[config.mk]
export PLATFORM = sky130hd
export DESIGN_NAME = bias_add_array
export DESIGN_NICKNAME = d
export VERILOG_FILES = /design/src/rtl/bias_add_array.sv
export SDC_FILE = /design/constraint.sdc
export NUM_CORES = 2
export LEC_CHECK = 0
export ABC_AREA = 1
export CAP_MARGIN = 15
export CORE_MARGIN = 5
export CORE_UTILIZATION = 35
export DETAILED_ROUTE_END_ITERATION = 8
export MAX_ROUTING_LAYER = met4
export PLACE_DENSITY = 0.6
export SYNTH_ARGS = -nofsm -noshare
export SYNTH_HDL_FRONTEND = slang
export SYNTH_SLANG_ARGS = --single-unit
[constraint.sdc]
create_clock -name clk -period 8.6 [get_ports clk]
set_clock_uncertainty 0.1 [all_clocks]
set_input_delay 0.86 -clock clk [delete_from_list [all_inputs] [get_ports clk]]
set_output_delay 0.86 -clock clk [all_outputs]
set_load 0.03 [all_outputs]
[src/rtl/bias_add_array.sv]
// ---------------------------------------------------------------------------
// bias_add_array
//
// Two-stage, multi-lane bias adder for the convolution output path. Each of
// the CHAN_NB signed lanes gets a per-kernel, per-lane bias added. The sum
// saturates to NUM_WIDTH bits and can optionally be rectified (ReLU). Biases
// come from an internal table of BIAS_DEPTH kernel entries. The table is
// addressed by a kernel pointer that advances on every accepted up_last beat.
//
// Ports
//   clk, rst_n             clock, asynchronous active-low reset
//   cfg_relu               1 = clamp negative results to zero (used in stage 2)
//   cfg_kernels            kernels per pass (0 treated as 1, clamped to depth)
//   ptr_clr                synchronous kernel-pointer clear
//   bias_wr/addr/data      bias table write port (read-first w.r.t. stage 1)
//   up_data/valid/last     upstream beat, up_ready = accept
//   dn_data/valid/last     downstream beat, dn_ready = accept
//   Lane i of any data bus sits at [i*NUM_WIDTH +: NUM_WIDTH].
// ---------------------------------------------------------------------------
module bias_add_array #(
    parameter int NUM_WIDTH   = 16,
    parameter int CHAN_NB     = 4,
    parameter int BIAS_DEPTH  = 64,
    parameter int BIAS_AWIDTH = $clog2(BIAS_DEPTH)
) (
    input  logic                           clk,
    input  logic                           rst_n,
    input  logic                           cfg_relu,
    input  logic [BIAS_AWIDTH:0]           cfg_kernels,
    input  logic                           ptr_clr,
    input  logic                           bias_wr,
    input  logic [BIAS_AWIDTH-1:0]         bias_addr,
    input  logic [CHAN_NB*NUM_WIDTH-1:0]   bias_data,
    input  logic [CHAN_NB*NUM_WIDTH-1:0]   up_data,
    input  logic                           up_valid,
    input  logic                           up_last,
    output logic                           up_ready,
    output logic [CHAN_NB*NUM_WIDTH-1:0]   dn_data,
    output logic                           dn_valid,
    output logic                           dn_last,
    input  logic                           dn_ready
);

    localparam int DW = CHAN_NB * NUM_WIDTH;
    localparam logic [BIAS_AWIDTH:0] DEPTH_W = (BIAS_AWIDTH+1)'(BIAS_DEPTH);
    localparam logic [NUM_WIDTH-1:0] SAT_MAX = {1'b0, {(NUM_WIDTH-1){1'b1}}};
    localparam logic [NUM_WIDTH-1:0] SAT_MIN = {1'b1, {(NUM_WIDTH-1){1'b0}}};

    // Both stages share one enable: the whole pipe moves or freezes together.
    logic en;
    logic accept;
    assign en       = !dn_valid || dn_ready;
    assign up_ready = en;
    assign accept   = up_valid && en;

    // ------------------------------------------------------------------
    // Kernel pointer
    // ------------------------------------------------------------------
    logic [BIAS_AWIDTH-1:0] k_ptr_reg, k_ptr_next;
    logic [BIAS_AWIDTH:0]   eff_kernels;
    logic [BIAS_AWIDTH:0]   last_idx;

    always_comb begin
        eff_kernels = cfg_kernels;
        if (cfg_kernels == '0) begin
            eff_kernels = (BIAS_AWIDTH+1)'(1);
        end else if (cfg_kernels > DEPTH_W) begin
            eff_kernels = DEPTH_W;
        end
    end

    assign last_idx = eff_kernels - (BIAS_AWIDTH+1)'(1);

    always_comb begin
        k_ptr_next = k_ptr_reg;
        if (ptr_clr) begin
            // Clear wins over a same-cycle advance; that beat already read old k_ptr.
            k_ptr_next = '0;
        end else if (accept && up_last) begin
            // >= rather than == so a pointer left beyond a shrunk pass still wraps.
            if ({1'b0, k_ptr_reg} >= last_idx) begin
                k_ptr_next = '0;
            end else begin
                k_ptr_next = k_ptr_reg + BIAS_AWIDTH'(1);
            end
        end
    end

    always_ff @(posedge clk or negedge rst_n) begin
        if (!rst_n) begin
            k_ptr_reg <= '0;
        end else begin
            k_ptr_reg <= k_ptr_next;
        end
    end

    // ------------------------------------------------------------------
    // Bias table: not reset, read-first, read enabled with the pipe so the
    // stage-1 bias stays paired with its stalled data.
    // ------------------------------------------------------------------
    logic [DW-1:0] bias_mem [BIAS_DEPTH];
    logic [DW-1:0] s1_bias_reg;

    always_ff @(posedge clk) begin
        if (bias_wr) begin
            bias_mem[bias_addr] <= bias_data;
        end
        if (en) begin
            s1_bias_reg <= bias_mem[k_ptr_reg];
        end
    end

    // ------------------------------------------------------------------
    // Stage 1: data / last / valid
    // ------------------------------------------------------------------
    logic          s1_valid_reg;
    logic          s1_last_reg;
    logic [DW-1:0] s1_data_reg;

    always_ff @(posedge clk or negedge rst_n) begin
        if (!rst_n) begin
            s1_valid_reg <= 1'b0;
            s1_last_reg  <= 1'b0;
            s1_data_reg  <= '0;
        end else if (en) begin
            s1_valid_reg <= up_valid;
            s1_last_reg  <= up_last;
            s1_data_reg  <= up_data;
        end
    end

    // ------------------------------------------------------------------
    // Stage 2 datapath: per-lane add, saturate, optional ReLU
    // ------------------------------------------------------------------
    logic [DW-1:0] lane_result;

    for (genvar gi = 0; gi < CHAN_NB; gi++) begin : g_lane
        logic [NUM_WIDTH-1:0] a;
        logic [NUM_WIDTH-1:0] b;
        logic [NUM_WIDTH:0]   sum;
        logic [NUM_WIDTH-1:0] sat;
        logic [NUM_WIDTH-1:0] res;

        assign a   = s1_data_reg[gi*NUM_WIDTH +: NUM_WIDTH];
        assign b   = s1_bias_reg[gi*NUM_WIDTH +: NUM_WIDTH];
        assign sum = {a[NUM_WIDTH-1], a} + {b[NUM_WIDTH-1], b};

        always_comb begin
            // Top two bits disagree only when the W+1-bit sum left the W-bit range.
            sat = sum[NUM_WIDTH-1:0];
            if (sum[NUM_WIDTH] != sum[NUM_WIDTH-1]) begin
                sat = sum[NUM_WIDTH] ? SAT_MIN : SAT_MAX;
            end
            res = sat;
            if (cfg_relu && sat[NUM_WIDTH-1]) begin
                res = '0;
            end
        end

        assign lane_result[gi*NUM_WIDTH +: NUM_WIDTH] = res;
    end

    logic          dn_valid_reg;
    logic          dn_last_reg;
    logic [DW-1:0] dn_data_reg;

    always_ff @(posedge clk or negedge rst_n) begin
        if (!rst_n) begin
            dn_valid_reg <= 1'b0;
            dn_last_reg  <= 1'b0;
            dn_data_reg  <= '0;
        end else if (en) begin
            dn_valid_reg <= s1_valid_reg;
            // Bubbles leave the data register alone so it never sees unwritten bias.
            if (s1_valid_reg) begin
                dn_last_reg <= s1_last_reg;
                dn_data_reg <= lane_result;
            end
        end
    end

    assign dn_valid = dn_valid_reg;
    assign dn_last  = dn_last_reg;
    assign dn_data  = dn_data_reg;

endmodule
# [Yosys cells after proc, flatten, opt, wreduce, memory -nomap -nowiden]
# Memory sizes are Yosys's and may differ from the RTL's. A register that Yosys moved wholly into a read port is not among the register bits.
# Cells that the tools add are included.
[word_totals] register_bits=138 mem_bits_rw=4096 in_bits=149 out_inout_bits=67 word_cells=50 mem_count=1
[memory_table] memory="bias_mem" depth=64 width=64 read_ports=1 rd_ports_with_merged_regs=1 wr=1 line_no="101" rtl="logic [DW-1:0] bias_mem [BIAS_DEPTH];"
[classes] add_sub_neg=6 n_lt_le_gt_ge=2 eq_ne=4 mux=19 reduce_logical=11
[op_table] operator="2-to-1 mux 16 bit" n=12
[op_table] operator="adder 16 x 16 -> 17 bit" n=4
[op_table] operator="2-to-1 mux 6 bit" n=3
[op_table] operator="2-to-1 mux 7 bit" n=2
[op_table] operator="greater-or-equal comparator 6 x 7 -> 1 bit" n=1
[op_table] operator="greater-than comparator 7 bit (second input constant)" n=1
[op_table] operator="logical NOT 7 bit" n=1
[op_table] operator="subtractor 7 x 1 -> 7 bit (second input constant)" n=1
[op_table] operator="adder 6 x 1 -> 6 bit (second input constant)" n=1
[op_table] operator="logical AND 1 bit" n=6
[op_table] operator="inequality test 1 bit" n=4
[op_table] operator="2-to-1 mux 1 bit" n=2
[op_table] operator="AND reduction 2 bit" n=1
[op_table] operator="nonzero test 2 bit" n=1
[op_table] operator="logical NOT 1 bit" n=1
[op_table] operator="logical OR 1 bit" n=1

# [Longest topological paths before layout]
[logic_depth] word_depth=8 mapped_depth=17 mapped_depth_nobuf=16

# [Worst setup path before layout]
# Ideal clock, no wire load.
[synth_path] kind="input port to flip-flop" from="in bias_wr" to="mem bias_mem[48][0] in the netlist's numbering, enable pin" setup_ns=0.646 arrival_time_ns=7.496 required_ns=7.854 slack_ns=0.358 cell_stages=3 path_buffers=1 path_cell_list="clkbuf_1 > nand4_1 > nor4_1"
[synth_between] elab_chain_cells=2
[synth_rtl] element="start, declared" line_no="31" rtl="input logic bias_wr,"
[synth_rtl] element="2-to-1 mux 1 bit" line_no="105" rtl="if (bias_wr) begin"
[synth_rtl] element="2-to-1 mux 1 bit (not written as such)" line_no="106" rtl="bias_mem[bias_addr] <= bias_data;"
[synth_rtl] element="end, declared" line_no="101"
# Every way passes these cells.

==> flow_summary.json <==
{
  "slew_viol_final": 0,
  "holdCritStartpoint": "bias_data[17]",
  "syn_avg_cell_area_sq_um": 12.6,
  "synth_seq_cells": 4298,
  "outcome": "completed",
  "first_pass_iters": 6,
  "fin_area_sq_um": 195000,
  "setup-tns-final_ns": 0,
  "h-tree-depth": 5,
  "tritoncts": "yes",
  "syn-instance-count": 13709,
  "powerDensity_nw_per_um2": 278,
  "synthFlopType": "edfxtp_1",
  "finalHoldViolCount": 0,
  "seqCellArea_sq_um": 128000,
  "drive_gt1_frac": 0.0720,
  "gp_congestion": 0.845,
  "hp-class": "in -> reg",
  "combPwrFrac": 0.220,
  "grt_pass1_wl_um": 801000,
  "rows": 257,
  "synth_warnings": 0,
  "worstReg2RegStart": "k_ptr_reg[0]",
  "cp_max_fo": 95,
  "p_leak_nw": 66.1,
  "synth_edf_count": 4160,
  "gr-usage-all-layers": 0.221,
  "drt_iter0_drc": 16177,
  "cts.sinks": 4298,
  "dieHeight_um": 712,
  "grt_overflow": 0,
  "layout.nets": 13968,
  "syn-cell-area_sq_um": 172000,
  "yosysSeqAreaShare": 0.744,
  "via_per_inst": 5.59,
  "syn_nets": 13934,
  "clock_latency_ns": 1.02,
  "switching_share": 0.317,
  "multi_input_area_sq_um": 39800,
  "fmax_mhz": 221,
  "synth_most_common_cell": "edfxtp_1",
  "routed-via-count": 115212,
  "fillers": 45430,
  "io_pins": 216,
  "p_int_w": 0.0371,
  "cts_root_buf": "clkbuf_16",
  "rsz0062_at_grt": "false",
  "start_kind": "register",
  "start_util": 0.352,
  "r2r_setup_slack_ns": 4.07,
  "worst_pin_slew_ns": 1.24,
  "postPlaceCellArea_sq_um": 181000,
  "setup_violations": 0,
  "dieArea_sq_um": 507000,
  "crit_path_end_kind": "register",
  "core_region_area_sq_um": 490000,
  "async_flop_share": 0.0321,
  "worstRegToRegCells": 10,
  "cts_buffer_depth": 4,
  "whs_endpoint": "bias_mem[19][17]",
  "cp.required_ns": 9.32,
  "cap_viol_max_count": 0,
  "synth_top_area_cell": "edfxtp_1",
  "synth_top_area_frac": 0.724,
  "grt_pass1_vias": 106376,
  "grt_max_degree": 184,
  "routed_wl_um": 567000,
  "top_register": "bias_mem",
  "die_w_um": 712,
  "maxSlewHeadroom": 0.175,
  "wl_per_cell_um": 27.5,
  "numCtsBuffers": 417,
  "p_sw_w": 0.0172,
  "r2r-end": "s1_bias_reg[36]",
  "period_share": 0.527,
  "ir_drop_uv": 269,
  "ant_nets": 0,
  "io_buffers": 215,
  "whs_path_depth": 1,
  "area_growth_pct": 13.1,
  "crit_arrival_ns": 5.26,
  "clkPwrFrac": 0.336,
  "synthTopCellsByCount": "edfxtp_1 (4160), nand2_1 (2778), nor2_1 (1607)",
  "seq_power_share": 0.444,
  "synth_cell_types": 33,
  "dp_hpwl_um": 306000,
  "largest_reg_flops": 4096,
  "antenna_found_initial": 62,
  "drc": 0,
  "period_minus_slack_ns": 4.53,
  "critical_path_class": "reg -> reg",
  "cts.clk_slew.worst_paths_ns": 0.06,
  "synth_area_leaders": "edfxtp_1 (72%), nand2_1 (6.0%), o21ai_0 (4.3%), nor2_1 (3.5%), o22ai_1 (2.7%)"
}
power by group through the flow:
stage / Sequential, W / Combinational, W / Clock, W
global placement: 0.0245 / 0.0117 / 0
floorplan: 0.0243 / 0.00821 / 0
finish: 0.0241 / 0.0120 / 0.0182
global route: 0.0241 / 0.0132 / 0.0193
CTS: 0.0241 / 0.0118 / 0.0184
detailed placement: 0.0245 / 0.0118 / 0
routing by layer:
metal,track usage,part of all wire
met1,0.299,0.40
met2,0.337,0.46
met3,0.0444,0.11
met4,0.0696,0.035
met5,-,0
cell type report:
| class | instances | share of cell area |
|---|---|---|
| Tap cell | 6475 | 0.0415 |
| Sequential cell | 4298 | 0.658 |
| Multi-Input combinational cell | 8370 | 0.204 |
| Clock inverter | 270 | 0.0133 |
| Clock buffer | 498 | 0.0553 |
| Antenna cell | 38 | 0.000488 |
| Inverter | 158 | 0.00331 |
| Timing Repair Buffer | 498 | 0.0235 |
cells in the final DEF (no fill, tap or decap), drive strengths merged:
cell type,Yosys,final
bufinv,0,39
dfrtp,138,138
xnor2,36,36
nand4,20,20
buf,397,347
nor4,8,8
ha,72,72
o211ai,62,62
o2111ai,58,58
nand3,553,553
inv,157,172
mux2i,136,136
nor2,1608,1608
o22ai,756,756
o21ai,1558,1558
clkinv,1,201
fa,4,4
o21bai,10,10
diode,0,38
and2,23,23
clkdlybuf4s50,0,150
clkinvlp,0,16
clkbuf,486,498
a21oi,527,527
nor3,136,136
edfxtp,4160,4160
xor2,14,14
nand3b,10,10
nand2,2779,2779
dlygate4sd3,0,1
worst max-delay path by stage:
stage                      start               end  cells past startpoint
floorplan                bias_wr   bias_mem[48][0]                      3
global placement    bias_addr[1]  bias_mem[37][29]                      5
CTS                 k_ptr_reg[0]   s1_bias_reg[36]                     10
finish              k_ptr_reg[0]   s1_bias_reg[36]                     10
global route        k_ptr_reg[0]   s1_bias_reg[25]                     10
detailed placement  bias_addr[1]   bias_mem[1][16]                      5
critical path, stage by stage, from the launching register on:
cell and delay, ns:
dfrtp_4 0.53, buf_4 0.77, buf_4 0.91, buf_4 0.83, o21ai_0 0.20, o22ai_1 0.22, nand2_1 0.07, a21oi_1 0.16
nand2_1 0.07, nand3_1 0.14, and2_1 0.15
cells by family after synthesis:
logic type,count (synthesis),synth area share
muxes,136,0.00789
xor gates and xnor gates,50,0.00254
and+or+nand+nor,5137,0.118
AOI/OAI and AO/OA,2971,0.0940
buffers and inverters,1041,0.0276
adders and majority gates,76,0.00569
DFF,4298,0.744
per-stage QoR:
stage	hold WS, ns	utilization	cells	worst slack (ns)	total power, W
floorplan	0.332	-	13709	0.358	0.0325
CTS	0.205	0.397	20554	4.10	0.0543
global placement	0.353	0.370	19783	3.60	0.0362
finish	0.123	0.398	20605	4.07	0.0542
detailed placement	0.361	0.370	19785	3.49	0.0363
global route	0.0775	0.398	20598	3.75	0.0565
repair_timing:
action / CTS / global route
hold endpoints to repair: 87 / 0
gates resized for setup: 0 / 0
hold buffers: 1 / 0
setup buffers: 0 / 0
Power figures use the tool's default switching activity.
